### src/rtl/maj_serial_sub.sv
// maj_serial_sub: bit-serial a - b on one majority-gate full-adder cell.
// Define SUB_OVERFLOW_DETECT_EN to add the signed-overflow output ovf.
module maj_serial_sub #(
  parameter int WIDTH = 8
) (
  input  logic             clk,
  input  logic             rst,
  input  logic             start,
  input  logic [WIDTH-1:0] a,
  input  logic [WIDTH-1:0] b,
  output logic             busy,
  output logic             done,
  output logic [WIDTH-1:0] diff,
  output logic             borrow
`ifdef SUB_OVERFLOW_DETECT_EN
  ,
  output logic             ovf
`endif
);

  localparam int CW = $clog2(WIDTH);
  localparam logic [CW-1:0] LAST = CW'(WIDTH - 1);

  typedef enum logic [1:0] {
    IDLE,
    SHIFT,
    DONE
  } state_t;

  state_t state, nxt;

  logic [WIDTH-1:0] sa, sb;
  logic [WIDTH-2:0] sr;
  logic [CW-1:0]    cnt;
  logic             carry;

  logic             cout, s;
  logic [WIDTH-1:0] res;

  function automatic logic maj3(
    input logic x, input logic y, input logic z
  );
    return (x & y) | (x & z) | (y & z);
  endfunction

  function automatic logic maj5(input logic [4:0] v);
    logic [2:0] n;
    n = 3'(v[0]) + 3'(v[1]) + 3'(v[2])
      + 3'(v[3]) + 3'(v[4]);
    return n >= 3'd3;
  endfunction

  // sb already holds ~b, so the cell computes a + ~b + 1
  always_comb begin
    cout = maj3(sa[0], sb[0], carry);
    s    = maj5({sa[0], sb[0], carry, ~cout, ~cout});
    res  = {s, sr};
  end

  always_ff @(posedge clk or posedge rst) begin
    if (rst) state <= IDLE;
    else     state <= nxt;
  end

  always_comb begin
    nxt  = state;
    busy = 1'b0;
    done = 1'b0;
    unique case (state)
      IDLE: if (start) nxt = SHIFT;
      SHIFT: begin
        busy = 1'b1;
        if (cnt == LAST) nxt = DONE;
      end
      DONE: begin
        done = 1'b1;
        nxt  = IDLE;
      end
      default: nxt = IDLE;
    endcase
  end

  always_ff @(posedge clk or posedge rst) begin
    if (rst) begin
      sa     <= '0;
      sb     <= '0;
      sr     <= '0;
      cnt    <= '0;
      carry  <= 1'b0;
      diff   <= '0;
      borrow <= 1'b0;
`ifdef SUB_OVERFLOW_DETECT_EN
      ovf    <= 1'b0;
`endif
    end else begin
      if (state == IDLE && start) begin
        sa    <= a;
        sb    <= ~b;
        carry <= 1'b1;
        cnt   <= '0;
      end else if (state == SHIFT) begin
        sa    <= {1'b0, sa[WIDTH-1:1]};
        sb    <= {1'b0, sb[WIDTH-1:1]};
        sr    <= res[WIDTH-1:1];
        carry <= cout;
        cnt   <= cnt + 1'b1;
        if (cnt == LAST) begin
          diff   <= res;
          borrow <= ~cout;
`ifdef SUB_OVERFLOW_DETECT_EN
          ovf    <= carry ^ cout;
`endif
        end
      end
    end
  end

endmodule

### config.mk
export PLATFORM = sky130hd
export DESIGN_NAME = maj_serial_sub
export DESIGN_NICKNAME = d
export VERILOG_FILES = /design/src/rtl/maj_serial_sub.sv
export SDC_FILE = /design/constraint.sdc
export NUM_CORES = 1
export LEC_CHECK = 0
export CAP_MARGIN = 30
export CORE_MARGIN = 2
export CORE_UTILIZATION = 33
export CTS_BUF_LIST = sky130_fd_sc_hd__clkbuf_4
export DETAILED_ROUTE_END_ITERATION = 10
export GPL_ROUTABILITY_DRIVEN = 0
export PLACE_DENSITY = 0.65
export SYNTH_ARGS = -nofsm -noshare
export SYNTH_HDL_FRONTEND = slang
export SYNTH_SLANG_ARGS = --single-unit
### constraint.sdc
create_clock -name clk -period 1.6 [get_ports clk]
set_input_delay 0.32 -clock clk [delete_from_list [all_inputs] [get_ports clk]]
set_output_delay 0.32 -clock clk [all_outputs]
set_load 0.05 [all_outputs]
After elaboration in Yosys (flattened, before gate mapping)
Index checks and enable logic that the tools add are counted.

operators by class
  add/sub/neg operators = 5
  $mul = 0
  div/mod/pow operators = 0
  magnitude comparators = 1
  eq/ne operators = 5
  shift operators = 0
  mux-type cells = 13
  bitwise logic cells = 8
  reduce and logical (&&, ||, !) cells = 6

operator list
  kind                                                                   count
  8-bit 2-to-1 mux                                                       4
  8-bit inverter                                                         1
  3-bit by 1-bit adder with 3-bit output                                 2
  3-bit 2-to-1 mux                                                       2
  1-bit 2-to-1 mux                                                       4
  2-bit 2-to-1 mux                                                       2
  2-bit != test, second input constant                                   2
  2-bit case mux with 2 select lines                                     1
  2-bit AND reduction                                                    2
  2-bit by 1-bit adder with 3-bit output                                 1
  3-bit by 1-bit adder with 3-bit output, second input constant          1
  1-bit bitwise AND                                                      3
  3-bit equality test, second input constant                             1
  3-bit by 2-bit >= comparator with 1-bit output, second input constant  1
  3-bit AND reduction                                                    1
  1-bit by 1-bit adder with 2-bit output                                 1
  2-bit by 1-bit equality test with 1-bit output, second input constant  1
  2-bit equality test, second input constant                             1
  2-bit zero test                                                        1
  1-bit inverter                                                         2
  1-bit bitwise OR                                                       2
  2-bit nonzero test                                                     1
  1-bit logical AND                                                      1

storage, ports and cells
  register bits after elaboration = 38
  latch bits = 0
  RAM bits = 0
  memory bits (read-only) = 0
  memories kept = 0

Longest topological paths before layout
Gate-level depths: netlist (run 1).

  word-level depth = 9
  mapped depth = 5

Worst setup path after synthesis (run 1)
OpenSTA, ideal clock, no wires.

  kind = register to output
  start = reg state[1]
  end = out done
  arrival time = 1.413 ns
  path slack = -0.133 ns
  stages on the path, launching flop included = 4
  path through = dfrtp_1 -> buf_2 -> buf_2 -> nor2b_1

on the way
  word-level cells in the longest chain between the ends = 2

ends and longest elaborated chain
  item                    RTL line  source
  from (decl)             30        state_t state, nxt;
  from (signal assigned)  62        else state <= nxt;
  2-bit equality test     69        unique case (state)
  1-bit 2-to-1 mux        69
  to (decl)               12        output logic done,

Every way passes these cells.

Worst setup path in the final report (run 1)
Same ends and word-level chain as after synthesis.

==> results of run 1 <==
## synth_stat cells, drive strengths merged
cell	n
nor4bb	5
fa	1
buf	10
mux2	14
nor4b	7
o32ai	2
ha	2
o21bai	1
nor2b	1
a22oi	1
nand2b	3
o21ba	1
a211oi	8
and4bb	2
inv	23
a22o	2
dfrtp	38
a221oi	6
nand3b	1
a21oi	1
nor3b	8
mux2i	3
## registers in the layout (all words and copies together) (netlist names)
| register | flops |
|---|---|
| borrow | 1 |
| carry | 1 |
| cnt | 3 |
| diff | 8 |
| sa | 8 |
| sb | 8 |
| sr | 7 |
| state | 2 |
## worst min path at each step
stage / start / end / slack (ps)
after detailed placement: cnt[0] / cnt[0] / 490
after floorplan: b[7] / sb[7] / 430
after global routing: rst / diff[6] / 340
final: rst / sr[3] / 320
after CTS: rst / sr[3] / 330
after global placement: cnt[0] / cnt[0] / 480
## worst max-delay path, stage by stage, from the launching register on
cell     delay, ps
dfrtp_1        430
buf_6          150
nor2b_4        160
buf_12         140
## cell families (layout without fill, tap and decap cells)
family | after synthesis | after routing | synth area share
and+or+nand+nor | 27 | 27 | 0.128
AOI/OAI and AO/OA | 22 | 22 | 0.122
DFF | 38 | 38 | 0.517
adders and majority gates | 3 | 3 | 0.0245
buffers and inverters | 33 | 76 | 0.0911
muxes | 17 | 17 | 0.118
## through the flow
step                cells  setup WS [ps]  instance area, um^2
floorplan             140            114                 1840
global placement      243          -36.6                 2240
detailed placement    243          -59.5                 2240
CTS                   253           9.99                 2370
global route          255          -14.6                 2400
finish                255           69.7                 2400
## layout make-up
cell class / instances / area (um^2) / share of cell area
clock inverters: 3 / 63.8 / 0.0265
clock buffers: 5 / 37.5 / 0.0156
inverters: 23 / 91.3 / 0.0380
flip-flops and latches: 38 / 951 / 0.395
repair buffers: 45 / 428 / 0.178
well taps: 72 / 90.1 / 0.0375
multi-input cells: 69 / 743 / 0.309
## report_power, final
group          internal, mW  total [mW]  leakage, nW  switching [mW]
registers              1.41        1.65        0.442           0.235
clock network         0.482       0.802       0.0528           0.321
logic                  1.10        2.35        0.622            1.24
## what timing repair did
item	CTS	global route
buffers inserted	2	2
setup endpoints to repair	2	11
hold buffers	0	0
gates resized for setup	4	3
## layer usage
| metal | global-route usage | vias to the layer above | part of all wire |
|---|---|---|---|
| li1 | - | 584 | - |
| met1 | 0.155 | 600 | 0.44 |
| met2 | 0.215 | 37 | 0.50 |
| met3 | 0.0310 | 7 | 0.046 |
| met4 | 0.0421 | 0 | 0.012 |
| met5 | 0 | - | 0 |
==> results.txt, run 1 <==
die area - 0.00619 mm^2
Area contributors post-synth - dfrtp_1 (52%), mux2_4 (6.5%), a211oi_2 (4.8%), inv_1 (4.5%), mux2_2 (3.7%)
RSZ-0062 raised after global routing - true
worst skew pair latency - 350 ps
final worst path period share - 0.956
Clock Tree Buf Depth - 2
reg2reg end - diff[5]
max_slew headroom - 0.747
Area Growth Syn to Fin - 30.7%
CTS root buf - clkbuf_4
gate count of the mapped netlist - 140
top-area cell type share of the netlist area - 0.517
number of remaining DRC errors - 0
critical path arrival - 1210 ps
critical path class - reg2out
share of cells above drive strength 1 - 0.333
leading cell types in the layout, fill and taps excluded - dfrtp_1 (38), inv_1 (22), buf_4 (22)
hold crit path type - in2async
Peak VDD IR - 0.742 mV
initial core utilization - 0.338
Worst-Margin Slew - 375 ps
final core occ - 0.442
CP required - 1280 ps
Clock Sinks - 38
vias in the first global route - 1288
Leakage - 1.12 nW
grt ovf - 0
largest fanout on the critical path - 7
CTS tree - done
CP Capture Point - done
register area share after synthesis - 0.517
Vias - 1228
wire per inst - 13.9 um
Final setup viols - 0
Reg2Reg Launch Point - cnt[0]
Row Count - 27
Routed Antenna Nets - 0
antenna diode count - 0
Die W - 78.7 um
cell area power density - 2000 mW/mm^2
Synth Cell Area - 0.00184 mm^2
port buffer count - 29
commonest non-fill, non-tap cell in the layout - dfrtp_1
Setup Skew - 17.2 ps
Synth cell types - 29
worst hold slack - 321 ps
initial DRC count - 36
# fillers - 528
Worst-path clk slew - 130 ps
post-route setup TNS - 0 ps
I/O Pins - 30
Critical Path Start - state[1]
warnings from Yosys - 0
gr usage total - 0.126
pin count of the biggest net entering global routing - 39
H-tree depth - 2
cts bufs inserted - 5
antenna violations before repair - 0
FF+latch count, synth - 38
critical path launch point type - register
min Tclk post-route - 1530 ps
global-route wire length before repair - 5.97 mm
Reg2Reg Setup Slack - 130 ps
via/cell ratio - 4.82
final net count - 204
cell depth of the worst flop-to-flop path - 4
run status - completed
die height - 78.7 um
maximum clock frequency - 653 MHz
Max Slew Vio Count - 0
Detailed Route WL - 3.53 mm
MaxCap Viol Count - 0
Synth Net Count - 162
overall power - 4.80 mW
final hold violation count - 0
core area - 0.00544 mm^2
largest area contributor in the netlist - dfrtp_1
Pre-antenna DRT Iters - 5
CP Capture Type - primary output
hpwl dp - 2.41 mm
Mean Syn Cell Area - 13.1 um^2
Note: power is estimated with default switching activity, not from simulation.
==> run 2: changes to the inputs <==
- CAP_MARGIN: 30 -> 20
==> results of run 2 <==
No change in the layout: final DEF, timing and power equal those of run 1.
